$ cat src/rtl/datapath_pkg.sv
// rtl/datapath_pkg.sv - shared enums and flag indices for the parametrised datapath
package datapath_pkg;

   typedef enum logic [2:0] {
      ALU_ADD   = 3'd0,
      ALU_SUB   = 3'd1,
      ALU_AND   = 3'd2,
      ALU_OR    = 3'd3,
      ALU_XOR   = 3'd4,
      ALU_INC   = 3'd5,
      ALU_DEC   = 3'd6,
      ALU_PASSB = 3'd7
   } alu_op_e;

   typedef enum logic [1:0] {
      BUS1_PC  = 2'd0,
      BUS1_RF  = 2'd1,
      BUS1_MDR = 2'd2,
      BUS1_SP  = 2'd3
   } bus1_sel_e;

   typedef enum logic [1:0] {
      BUS2_ALU  = 2'd0,
      BUS2_BUS1 = 2'd1,
      BUS2_MDR  = 2'd2,
      BUS2_ZERO = 2'd3
   } bus2_sel_e;

   typedef enum logic {
      RD_IDLE = 1'b0,
      RD_WAIT = 1'b1
   } rd_state_e;

   // Bit positions inside the {N,Z,V,C} condition-code vector
   localparam int FLAG_N = 3;
   localparam int FLAG_Z = 2;
   localparam int FLAG_V = 1;
   localparam int FLAG_C = 0;

endpackage

$ cat src/rtl/datapath_param_if.sv
// rtl/datapath_param_if.sv - memory-side bus between the datapath and the memory model
interface datapath_param_if #(
   parameter int DATA_W = 8,
   parameter int ADDR_W = 8
);
   logic              mem_rd;
   logic              mem_rvalid;
   logic [DATA_W-1:0] mem_rdata;
   logic [ADDR_W-1:0] address;
   logic [DATA_W-1:0] to_memory;

   modport master (
      output mem_rd,
      output address,
      output to_memory,
      input  mem_rvalid,
      input  mem_rdata
   );

   modport slave (
      input  mem_rd,
      input  address,
      input  to_memory,
      output mem_rvalid,
      output mem_rdata
   );
endinterface

$ cat src/rtl/datapath_param_alu.sv
// rtl/datapath_param_alu.sv - combinational DATA_W-bit ALU producing result and NZVC flags
module alu_param
   import datapath_pkg::*;
#(
   parameter int DATA_W = 8
) (
   input  alu_op_e           op,
   input  logic [DATA_W-1:0] a,
   input  logic [DATA_W-1:0] b,
   output logic [DATA_W-1:0] result,
   output logic [3:0]        nzvc
);
   localparam int MSB = DATA_W - 1;
   localparam logic [DATA_W:0] ONE = (DATA_W + 1)'(1);

   logic [DATA_W:0] ext;
   logic            ovf;

   // ext[DATA_W] is carry-out on additions and borrow-out on subtractions
   always_comb begin
      ext = '0;
      ovf = 1'b0;
      case (op)
         ALU_ADD: begin
            ext = {1'b0, a} + {1'b0, b};
            ovf = (a[MSB] == b[MSB]) && (ext[MSB] != a[MSB]);
         end
         ALU_SUB: begin
            ext = {1'b0, a} - {1'b0, b};
            ovf = (a[MSB] != b[MSB]) && (ext[MSB] != a[MSB]);
         end
         ALU_AND: ext = {1'b0, a & b};
         ALU_OR:  ext = {1'b0, a | b};
         ALU_XOR: ext = {1'b0, a ^ b};
         ALU_INC: begin
            ext = {1'b0, b} + ONE;
            ovf = !b[MSB] && ext[MSB];
         end
         ALU_DEC: begin
            ext = {1'b0, b} - ONE;
            ovf = b[MSB] && !ext[MSB];
         end
         ALU_PASSB: ext = {1'b0, b};
         default: ext = '0;
      endcase
   end

   always_comb begin
      result         = ext[DATA_W-1:0];
      nzvc           = '0;
      nzvc[FLAG_N]   = ext[MSB];
      nzvc[FLAG_Z]   = (ext[DATA_W-1:0] == '0);
      nzvc[FLAG_V]   = ovf;
      nzvc[FLAG_C]   = ext[DATA_W];
   end

endmodule

$ cat src/rtl/datapath_param.sv
// rtl/datapath_param.sv - parametrised CPU datapath with register file and stallable memory read
// Optional stack pointer enabled by defining DP_STACK_EN.
module datapath_param
   import datapath_pkg::*;
#(
   parameter int DATA_W = 8,
   parameter int ADDR_W = 8,
   parameter int NREGS  = 4,
   localparam int RIDX_W = $clog2(NREGS)
) (
   input  logic              clk,
   input  logic              reset,
   input  logic              ir_load,
   input  logic              mar_load,
   input  logic              pc_load,
   input  logic              pc_inc,
   input  logic              rf_load,
   input  logic [RIDX_W-1:0] rf_wr_idx,
   input  logic [RIDX_W-1:0] rf_rd_idx,
   input  logic [RIDX_W-1:0] alu_a_idx,
   input  logic [2:0]        alu_sel,
   input  logic              ccr_load,
   input  logic [1:0]        bus1_sel,
   input  logic [1:0]        bus2_sel,
   input  logic              mem_rd_req,
   input  logic              sp_push,
   input  logic              sp_pop,
   output logic              mem_busy,
   output logic              mdr_valid,
   output logic [DATA_W-1:0] ir,
   output logic [3:0]        ccr_result,
   datapath_param_if.master  mem
);
   localparam logic [ADDR_W-1:0] PC_ONE = ADDR_W'(1);

   logic [ADDR_W-1:0] pc;
   logic [ADDR_W-1:0] mar;
   logic [DATA_W-1:0] mdr;
   logic [DATA_W-1:0] rf [NREGS];
   logic [DATA_W-1:0] bus1;
   logic [DATA_W-1:0] bus2;
   logic [DATA_W-1:0] sp_bus;
   logic [DATA_W-1:0] alu_result;
   logic [3:0]        alu_nzvc;
   rd_state_e         rd_state;
   rd_state_e         rd_next;
   logic              rd_capture;

`ifdef DP_STACK_EN
   logic [ADDR_W-1:0] sp;

   // Simultaneous push and pop cancel out and leave SP unchanged
   always_ff @(posedge clk or posedge reset) begin
      if (reset) begin
         sp <= '1;
      end else if (sp_push && !sp_pop) begin
         sp <= sp - PC_ONE;
      end else if (sp_pop && !sp_push) begin
         sp <= sp + PC_ONE;
      end
   end

   assign sp_bus = DATA_W'(sp);
`else
   logic unused_stack_strobes;

   assign unused_stack_strobes = sp_push | sp_pop;
   assign sp_bus               = '0;
`endif

   always_comb begin
      bus1 = '0;
      case (bus1_sel_e'(bus1_sel))
         BUS1_PC:  bus1 = DATA_W'(pc);
         BUS1_RF:  bus1 = rf[rf_rd_idx];
         BUS1_MDR: bus1 = mdr;
         BUS1_SP:  bus1 = sp_bus;
         default:  bus1 = '0;
      endcase
   end

   always_comb begin
      bus2 = '0;
      case (bus2_sel_e'(bus2_sel))
         BUS2_ALU:  bus2 = alu_result;
         BUS2_BUS1: bus2 = bus1;
         BUS2_MDR:  bus2 = mdr;
         BUS2_ZERO: bus2 = '0;
         default:   bus2 = '0;
      endcase
   end

   alu_param #(.DATA_W(DATA_W)) u_alu (
      .op     (alu_op_e'(alu_sel)),
      .a      (rf[alu_a_idx]),
      .b      (bus1),
      .result (alu_result),
      .nzvc   (alu_nzvc)
   );

   always_ff @(posedge clk or posedge reset) begin
      if (reset) begin
         rd_state <= RD_IDLE;
      end else begin
         rd_state <= rd_next;
      end
   end

   // A request arriving while a read is outstanding is dropped, never queued
   always_comb begin
      rd_next    = rd_state;
      rd_capture = 1'b0;
      case (rd_state)
         RD_IDLE: begin
            if (mem_rd_req) begin
               rd_next = RD_WAIT;
            end
         end
         RD_WAIT: begin
            if (mem.mem_rvalid) begin
               rd_next    = RD_IDLE;
               rd_capture = 1'b1;
            end
         end
         default: rd_next = RD_IDLE;
      endcase
   end

   always_ff @(posedge clk or posedge reset) begin
      if (reset) begin
         ir         <= '0;
         mar        <= '0;
         pc         <= '0;
         mdr        <= '0;
         ccr_result <= '0;
         mdr_valid  <= 1'b0;
         for (int i = 0; i < NREGS; i++) begin
            rf[i] <= '0;
         end
      end else begin
         if (ir_load) begin
            ir <= bus2;
         end
         if (mar_load) begin
            mar <= bus2[ADDR_W-1:0];
         end
         if (pc_load) begin
            pc <= bus2[ADDR_W-1:0];
         end else if (pc_inc) begin
            pc <= pc + PC_ONE;
         end
         if (rf_load) begin
            rf[rf_wr_idx] <= bus2;
         end
         if (ccr_load) begin
            ccr_result <= alu_nzvc;
         end
         if (rd_capture) begin
            mdr <= mem.mem_rdata;
         end
         mdr_valid <= rd_capture;
      end
   end

   assign mem_busy      = (rd_state == RD_WAIT);
   assign mem.mem_rd    = (rd_state == RD_WAIT);
   assign mem.address   = mar;
   assign mem.to_memory = bus1;

endmodule

$ cat src/flat_wrapper.sv
// flat-port wrapper written by rule: the top's interface ports become plain ports
module datapath_param_flat import datapath_pkg::*;
#(
   parameter int DATA_W = 8,
   parameter int ADDR_W = 8,
   parameter int NREGS  = 4,
   localparam int RIDX_W = $clog2(NREGS)
)
  (clk, reset, ir_load, mar_load, pc_load, pc_inc, rf_load, rf_wr_idx, rf_rd_idx, alu_a_idx, alu_sel, ccr_load, bus1_sel, bus2_sel, mem_rd_req, sp_push, sp_pop, mem_busy, mdr_valid, ir, ccr_result, mem_mem_rd, mem_address, mem_to_memory, mem_mem_rvalid, mem_mem_rdata);
  datapath_param_if #(.DATA_W(DATA_W), .ADDR_W(ADDR_W)) mem_i ();
  input  logic clk;
  input  logic reset;
  input  logic ir_load;
  input  logic mar_load;
  input  logic pc_load;
  input  logic pc_inc;
  input  logic rf_load;
  input  logic [RIDX_W-1:0] rf_wr_idx;
  input  logic [RIDX_W-1:0] rf_rd_idx;
  input  logic [RIDX_W-1:0] alu_a_idx;
  input  logic [2:0] alu_sel;
  input  logic ccr_load;
  input  logic [1:0] bus1_sel;
  input  logic [1:0] bus2_sel;
  input  logic mem_rd_req;
  input  logic sp_push;
  input  logic sp_pop;
  output logic mem_busy;
  output logic mdr_valid;
  output logic [DATA_W-1:0] ir;
  output logic [3:0] ccr_result;
  output wire logic [$bits(mem_i.mem_rd)-1:0] mem_mem_rd;
  output wire logic [$bits(mem_i.address)-1:0] mem_address;
  output wire logic [$bits(mem_i.to_memory)-1:0] mem_to_memory;
  input wire logic [$bits(mem_i.mem_rvalid)-1:0] mem_mem_rvalid;
  input wire logic [$bits(mem_i.mem_rdata)-1:0] mem_mem_rdata;
  assign mem_mem_rd = mem_i.mem_rd;
  assign mem_address = mem_i.address;
  assign mem_to_memory = mem_i.to_memory;
  assign mem_i.mem_rvalid = mem_mem_rvalid;
  assign mem_i.mem_rdata = mem_mem_rdata;
  datapath_param #(.DATA_W(DATA_W), .ADDR_W(ADDR_W), .NREGS(NREGS)) u_core (.clk(clk), .reset(reset), .ir_load(ir_load), .mar_load(mar_load), .pc_load(pc_load), .pc_inc(pc_inc), .rf_load(rf_load), .rf_wr_idx(rf_wr_idx), .rf_rd_idx(rf_rd_idx), .alu_a_idx(alu_a_idx), .alu_sel(alu_sel), .ccr_load(ccr_load), .bus1_sel(bus1_sel), .bus2_sel(bus2_sel), .mem_rd_req(mem_rd_req), .sp_push(sp_push), .sp_pop(sp_pop), .mem_busy(mem_busy), .mdr_valid(mdr_valid), .ir(ir), .ccr_result(ccr_result), .mem(mem_i));
endmodule
$ cat config.mk
export PLATFORM = sky130hd
export DESIGN_NAME = datapath_param_flat
export DESIGN_NICKNAME = d
export VERILOG_FILES = /design/src/rtl/datapath_pkg.sv /design/src/rtl/datapath_param_if.sv /design/src/rtl/datapath_param_alu.sv /design/src/rtl/datapath_param.sv /design/src/flat_wrapper.sv
export SDC_FILE = /design/constraint.sdc
export NUM_CORES = 1
export LEC_CHECK = 0
export BUFFER_PORTS_ARGS = -buffer_cell sky130_fd_sc_hd__buf_4
export CORE_MARGIN = 2
export CORE_UTILIZATION = 55
export CTS_CLUSTER_DIAMETER = 120
export DETAILED_ROUTE_END_ITERATION = 10
export GPL_ROUTABILITY_DRIVEN = 0
export PLACE_DENSITY = 0.82
export RECOVER_POWER = 100
export SLEW_MARGIN = 10
export SYNTH_ARGS = -nofsm -noshare
export SYNTH_HDL_FRONTEND = slang
export SYNTH_SLANG_ARGS = --single-unit
$ cat constraint.sdc
create_clock -name clk -period 11.5 [get_ports clk]
set_input_delay 3.45 -clock clk [delete_from_list [all_inputs] [get_ports clk]]
set_output_delay 3.45 -clock clk [all_outputs]
set_load 0.05 [all_outputs]
==> results of run 1 <==
## final timing paths
kind                                              startpoint                           endpoint  slack, ps
min reg2reg                u_core.mem.address[6]$_DFFE_PP0P_  u_core.mem.address[6]$_DFFE_PP0P_        500
max in group asynchronous                              reset           u_core.pc[3]$_DFFE_PP0P_       4880
max reg2reg                         u_core.pc[5]$_DFFE_PP0P_          u_core.rf[15]$_DFFE_PP0P_       5570
max                                             rf_rd_idx[0]          u_core.rf[15]$_DFFE_PP0P_       2110
min                        u_core.mem.address[6]$_DFFE_PP0P_  u_core.mem.address[6]$_DFFE_PP0P_        500
min in group asynchronous                              reset          u_core.rf[22]$_DFFE_PP0P_       4540
## cell type report
| class | instances | share of cell area, % |
|---|---|---|
| multi-input cells | 429 | 54.3 |
| flip-flops and latches | 70 | 30.5 |
| repair buffers | 63 | 6.27 |
| well taps | 129 | 2.81 |
| inverters | 41 | 2.68 |
| clock buffers | 10 | 2.39 |
| clock inverters | 6 | 1.07 |
## power groups by stage
| stage | clock [mW] | combinational [mW] | sequential [mW] |
|---|---|---|---|
| 5_1_grt | 0.211 | 0.490 | 0.340 |
| 4_1_cts | 0.200 | 0.465 | 0.334 |
| 3_5_place_dp | 0 | 0.461 | 0.338 |
| 3_3_place_gp | 0 | 0.447 | 0.334 |
| 2_1_floorplan | 0 | 0.302 | 0.374 |
| 6_report | 0.197 | 0.450 | 0.335 |
## worst max-delay path: cells and delay by family
kind            cells  cell delay [ps]
mux                 3             1010
simple gates        3             1410
compound gates      7             2430
fa+ha+maj           1              240
buf+inv             2              980
## kinds of logic (layout without fill, tap and decap cells)
| group | count (synthesis) | in the layout | synth area share, % |
|---|---|---|---|
| flip-flops | 70 | 70 | 33.2 |
| adder cells (fa/ha/maj) | 31 | 31 | 7.65 |
| XOR/XNOR | 16 | 16 | 2.66 |
| AND/OR/NAND/NOR | 175 | 175 | 16.4 |
| AO/OA/AOI/OAI | 152 | 152 | 19.0 |
| multiplexers | 55 | 55 | 14.5 |
| buffers and inverters | 70 | 120 | 6.63 |
## routing by layer
layer	share of wire, %	wire [µm]
met1	41	5720
met2	49	6730
met3	7.2	991
met4	2.7	368
met5	0	0
## stage by stage
step | setup WS (ps) | util (%)
floorplan | 3210 | -
global placement | 2990 | 61.5
detailed placement | 2910 | 61.5
CTS | 2910 | 63.6
global route | 1960 | 61.9
finish | 2110 | 61.9
## state kept, by name, summed over array words and instances (netlist names)
signal	cells
u_core.pc	8
u_core.mdr_valid	1
u_core.rf	32
u_core.mem.address	8
u_core.mem.mem_rd	1
u_core.ccr_result	4
u_core.ir	8
u_core.mdr	8
## cell usage in the layout, fill, tap and decap left out, types with 6 or more instances in the layout
master and n:
a211oi_1 7, a21oi_1 39, buf_4 31, clkbuf_1 30
clkbuf_8 10, dfrtp_1 70, ha_1 29, inv_1 38
mux2_2 14, mux2i_1 22, mux4_2 10, nand2_1 54
nand2b_1 8, nand3_1 8, nand3b_1 7, nand4_1 6
nor2_1 46, nor2b_1 10, nor3_1 12, o21ai_0 46
o22ai_1 9, xnor2_1 13
==> results.py, run 1 <==
metrics = {
    "logic_synthesis": {
        "netlist_instances": 569,
        "synth_fp_nets": 633,
        "synth_top_cells_by_area": "dfrtp_1, ha_1, mux4_2",
        "yosysWarnings": 0,
        "share_of_the_synthesized_area_in_the_top_cell_type_pct": 33.2,
        "synth-seq-cells": 70,
        "async_flop_share_pct": 100,
        "postSynthAreaPerCell_um2": 9.26,
        "synth_sequential_area_ratio_pct": 33.2,
        "synth-edff-count": 0,
        "postSynth.topFlopCell": "dfrtp_1",
        "netlist_top_cells_count": "dfrtp_1, nand2_1, nor2_1",
        "ys_types": 85,
        "yosys.cell_count.top_type": "dfrtp_1",
        "synthesis.area_um2": 5270,
        "synth_area_leader_cell": "dfrtp_1",
    },
    "global_route": {
        "gr-usage-all-layers_pct": 27.9,
        "grt_start_max_net_pins": 71,
        "first_global_vias": 4427,
        "grt_pass1_wl_mm": 22.2,
        "initial_antenna_violation_count": 0,
        "most_crowded_layer_gr": "met2",
        "groute.layer.met1.usage_pct": 37.3,
        "grt_overflow": 0,
        "grt_util_met3_pct": 4.65,
        "globalRouteMet2Util_pct": 46.1,
    },
    "place": {
        "placedCellCount": 732,
        "dp.final_hpwl_mm": 10.1,
        "placement.cell_area_um2": 5710,
        "placement.io_buffers": 61,
    },
    "cells_and_area": {
        "multi_input_area_um2": 3120,
        "final_layout_size_suffix_gt1_share_pct": 14.2,
        "nFillCells": 821,
        "area_delta_synth_final_pct": 9.14,
        "instances_no_fill": 748,
        "ff_latch_area_um2": 1750,
        "final_area_um2": 5750,
        "diodes": 0,
        "layout.nets": 678,
    },
    "floorplan": {
        "core_region_area_um2": 9280,
        "die_width_um": 102,
        "die-area_um2": 10400,
        "floorplan.rows": 35,
        "die_height_um": 102,
        "initial_core_util_pct": 56.8,
        "floorplan.io_pins": 64,
    },
    "timing": {
        "tightest_pin_transition_ps": 3700,
        "setup_viol": 0,
        "fin_setup_tns_ps": 0,
        "final.setup_skew_ps": 10.1,
        "hold_viol_final": 0,
        "timing.fmax_mhz": 107,
        "finalCritPeriodShare_pct": 81.6,
        "min_period_ps": 9390,
        "rsz_0062_raised_after_global_routing": "no",
        "max_slew_margin_pct": -146,
        "finalMaxSlewViolations": 71,
        "holdWs_ps": 499,
    },
    "status": {
        "failed_checks": "capacitance limit, slew limit",
        "run_status": "finished with violations",
    },
    "power_and_ir_drop": {
        "switching_fraction_of_total_power_pct": 42.6,
        "reported_leakage_power_nw": 2.58,
        "power_frac_comb_pct": 45.9,
        "internal_power_mw": 0.563,
        "peakVddDrop_v": 0.000121,
        "power.clock.fraction_pct": 20.0,
        "power_density_nw_per_um2": 171,
        "power.net_switching_mw": 0.418,
        "p_total_mw": 0.981,
        "p_seq_share_pct": 34.1,
    },
    "detailed_routing": {
        "postRouteWirelength_mm": 13.8,
        "detailroute.via_count": 4645,
        "drt_pass1_iterations": 6,
        "detail_route.vias_per_cell": 6.21,
        "drt_iter0_drc": 363,
        "antenna_violating_nets_post_route": 0,
        "drc_errors": 0,
        "wl_per_cell_um": 18.5,
    },
    "cts": {
        "cts_resized": 0,
        "max-clock-path-buffers": 2,
        "cts-root-buf": "clkbuf_8",
        "cts_num_sinks": 70,
        "cts_inserted_buffers": 9,
        "post-cts-setup-buffers": 0,
        "clock_tree_from_tritoncts": "built",
        "cts_hold_buffers": 0,
        "insertion_delay_ps": 340,
        "h-tree-depth": 3,
        "clk_pin_slew_ps": 70,
    },
    "worst_hold_path": {
        "whs_path_depth": 1,
        "worst_hold_path_type": "register to register",
    },
    "critical_path": {
        "critical_path.cell_chain": "clkbuf_1 -> mux2i_1 -> o22ai_1 -> nor2_1 -> inv_1 -> nor4_1 -> nor2b_1 -> ha_1 -> mux2_2 -> mux4_2 -> a31oi_1 -> o311ai_0 -> o311ai_0 -> a211oi_1 -> o31ai_1 -> o21ai_0",
        "critPathRequiredTime_ps": 11650,
        "timing.critical_path.fanout_max": 13,
        "cp-end-kind": "register",
        "setup.worst_path.class": "input pin to register",
        "crit_top_cell": "o311ai_0",
        "critical_path.slowest_cell": "o31ai_1",
        "critical_path_arrival_ps": 9540,
        "critPathLaunchType": "input pin",
        "crit_path_max_incr_delay_ps": 1130,
        "worstRegToRegCells": 15,
    },
    "flow_run": {
        "max_cap_viol": 1,
    },
}
Power figures use the tool's default switching activity.
==> inputs of run 2 (changes only) <==
CORE_UTILIZATION = 54   (was 55)
PLACE_DENSITY = 0.84   (was 0.82)
clock period = 7.52 ns   (was 11.5 ns; I/O delays follow)
==> run 2 against run 1 <==
The run still ends with capacitance limit, slew limit left; worst setup slack worse by 1500 ps; wire length up 2.5%; sequential cell count unchanged; highest routed layer unchanged.
==> results.py, run 2 (synthesis results as in run 1) <==
metrics = {
    "global_route": {
        "gr-usage-all-layers_pct": 27.7,
        "initial_antenna_violation_count": 0,
        "grt_overflow": 0,
        "grt_start_max_net_pins": 71,
        "grt_pass1_wl_mm": 22.3,
        "first_global_vias": 4559,
    },
    "floorplan": {
        "die_height_um": 103,
        "initial_core_util_pct": 54.7,
        "die_width_um": 103,
        "core_region_area_um2": 9640,
        "floorplan.io_pins": 64,
        "floorplan.rows": 36,
        "die-area_um2": 10600,
    },
    "power_and_ir_drop": {
        "peakVddDrop_v": 0.000203,
        "reported_leakage_power_nw": 2.60,
        "power_density_nw_per_um2": 268,
    },
    "timing": {
        "fin_setup_tns_ps": 0,
        "holdWs_ps": 508,
        "rsz_0062_raised_after_global_routing": "no",
        "finalMaxSlewViolations": 71,
        "tightest_pin_transition_ps": 3620,
        "finalCritPeriodShare_pct": 91.7,
        "max_slew_margin_pct": -142,
        "timing.fmax_mhz": 145,
        "final.setup_skew_ps": 11.0,
        "min_period_ps": 6900,
        "hold_viol_final": 0,
        "setup_viol": 0,
        "final_critical_path_setup_slack_ps": 625,
    },
    "cts": {
        "cts_num_sinks": 70,
        "cts_hold_buffers": 0,
        "max-clock-path-buffers": 2,
        "insertion_delay_ps": 350,
        "cts-root-buf": "clkbuf_8",
        "post-cts-setup-buffers": 0,
        "h-tree-depth": 3,
        "clock_tree_from_tritoncts": "built",
        "cts_inserted_buffers": 9,
        "cts_resized": 0,
        "clk_pin_slew_ps": 80,
    },
    "flow_run": {
        "max_cap_viol": 1,
    },
    "critical_path": {
        "critPathLaunchType": "input pin",
        "critical_path.cell_chain": "buf_4 -> mux2i_1 -> o22ai_1 -> nor2_2 -> inv_1 -> nor4_1 -> nor2b_1 -> ha_1 -> mux2_2 -> mux4_2 -> a31oi_1 -> o311ai_0 -> o311ai_0 -> a211oi_1 -> o31ai_2 -> o21ai_0",
        "reg2reg_slack_ps": 2400,
        "r2r-start": "u_core.pc[5]$_DFFE_PP0P_",
        "worstRegToRegCells": 14,
        "critical_path_arrival_ps": 7090,
        "worstReg2RegEnd": "u_core.rf[31]$_DFFE_PP0P_",
        "crit_path_max_incr_delay_ps": 680,
        "critical_path.slowest_cell": "o31ai_2",
        "crit_top_cell": "o311ai_0",
        "timing.critical_path.fanout_max": 13,
        "critPathRequiredTime_ps": 7710,
        "setup.worst_path.class": "input pin to register",
        "cp-end-kind": "register",
    },
    "cells_and_area": {
        "multi_input_area_um2": 3130,
        "ff_latch_area_um2": 1750,
        "layout.nets": 678,
        "largest_reg_flops": 32,
        "instances_no_fill": 752,
        "area_delta_synth_final_pct": 9.90,
        "final_layout_size_suffix_gt1_share_pct": 14.9,
        "final_area_um2": 5790,
        "diodes": 0,
        "nFillCells": 847,
        "layout.cells.most_common_list": "dfrtp_1, nand2_1, o21ai_0, nor2_1, a21oi_1",
        "most_common_library_cell_in_the_layout_ignoring_fill_and_taps": "dfrtp_1",
        "largest_register": "u_core.rf",
    },
    "place": {
        "dp.final_hpwl_mm": 10.3,
        "pre_cts_ws_ps": 397,
        "placement.cell_area_um2": 5710,
        "placedCellCount": 736,
        "placement.io_buffers": 61,
    },
    "worst_hold_path": {
        "timing.hold.worst_endpoint": "u_core.ir[6]$_DFFE_PP0P_",
        "whs_path_depth": 1,
        "worst_hold_path_type": "register to register",
        "hold_path.startpoint": "u_core.ir[6]$_DFFE_PP0P_",
    },
    "detailed_routing": {
        "detail_route.vias_per_cell": 6.26,
        "postRouteWirelength_mm": 14.2,
        "drt_pass1_iterations": 5,
        "drc_errors": 0,
        "drt_iter0_drc": 428,
        "detailroute.via_count": 4709,
        "antenna_violating_nets_post_route": 0,
        "wl_per_cell_um": 18.8,
    },
    "status": {
        "failed_checks": "capacitance limit, slew limit",
        "run_status": "finished with violations",
    },
}
-- run 2: final cells by class --
cell class | instances | share of cell area, %
Inverter | 41 | 2.66
Multi-Input combinational cell | 429 | 54.1
Timing Repair Buffer | 63 | 6.29
Clock inverter | 6 | 1.47
Tap cell | 133 | 2.87
Clock buffer | 10 | 2.38
Sequential cell | 70 | 30.3
-- run 2: how the worst max path moves through the flow --
stage | startpoint | to | slack (ps)
after floorplan | bus1_sel[1] | u_core.rf[15]$_DFFE_PP0P_ | 1230
after global placement | bus1_sel[1] | u_core.rf[15]$_DFFE_PP0P_ | 710
after detailed placement | bus1_sel[1] | u_core.mem.address[7]$_DFFE_PP0P_ | 400
after CTS | bus1_sel[1] | u_core.ir[7]$_DFFE_PP0P_ | 750
after global routing | bus1_sel[1] | u_core.ir[7]$_DFFE_PP0P_ | 320
final | rf_rd_idx[0] | u_core.rf[31]$_DFFE_PP0P_ | 620
-- run 2: routing by layer --
metal  global-route usage [%]  routed length (µm)
met5                        0                   0
met4                     12.1                 495
met3                     5.63                1300
met2                     44.2                6680
met1                     36.7                5680
-- run 2: through the flow --
| stage | power, mW | utilization (%) |
|---|---|---|
| 2_1_floorplan | 1.03 | - |
| 3_3_place_gp | 1.19 | 59.3 |
| 3_5_place_dp | 1.22 | 59.3 |
| 4_1_cts | 1.57 | 61.6 |
| 5_1_grt | 1.63 | 60.1 |
| 6_report | 1.55 | 60.1 |
-- run 2: power by group --
part	switching, mW	total [mW]	internal (mW)
logic	0.445	0.695	0.250
clock network	0.147	0.342	0.194
registers	0.0618	0.513	0.451
total	0.654	1.55	0.895
-- run 2: critical path, delay by kind of cell --
kind	cells	cell delay, ps
fa+ha+maj	1	240
simple gates	3	1190
buf+inv	2	490
compound gates	7	1910
mux	3	990
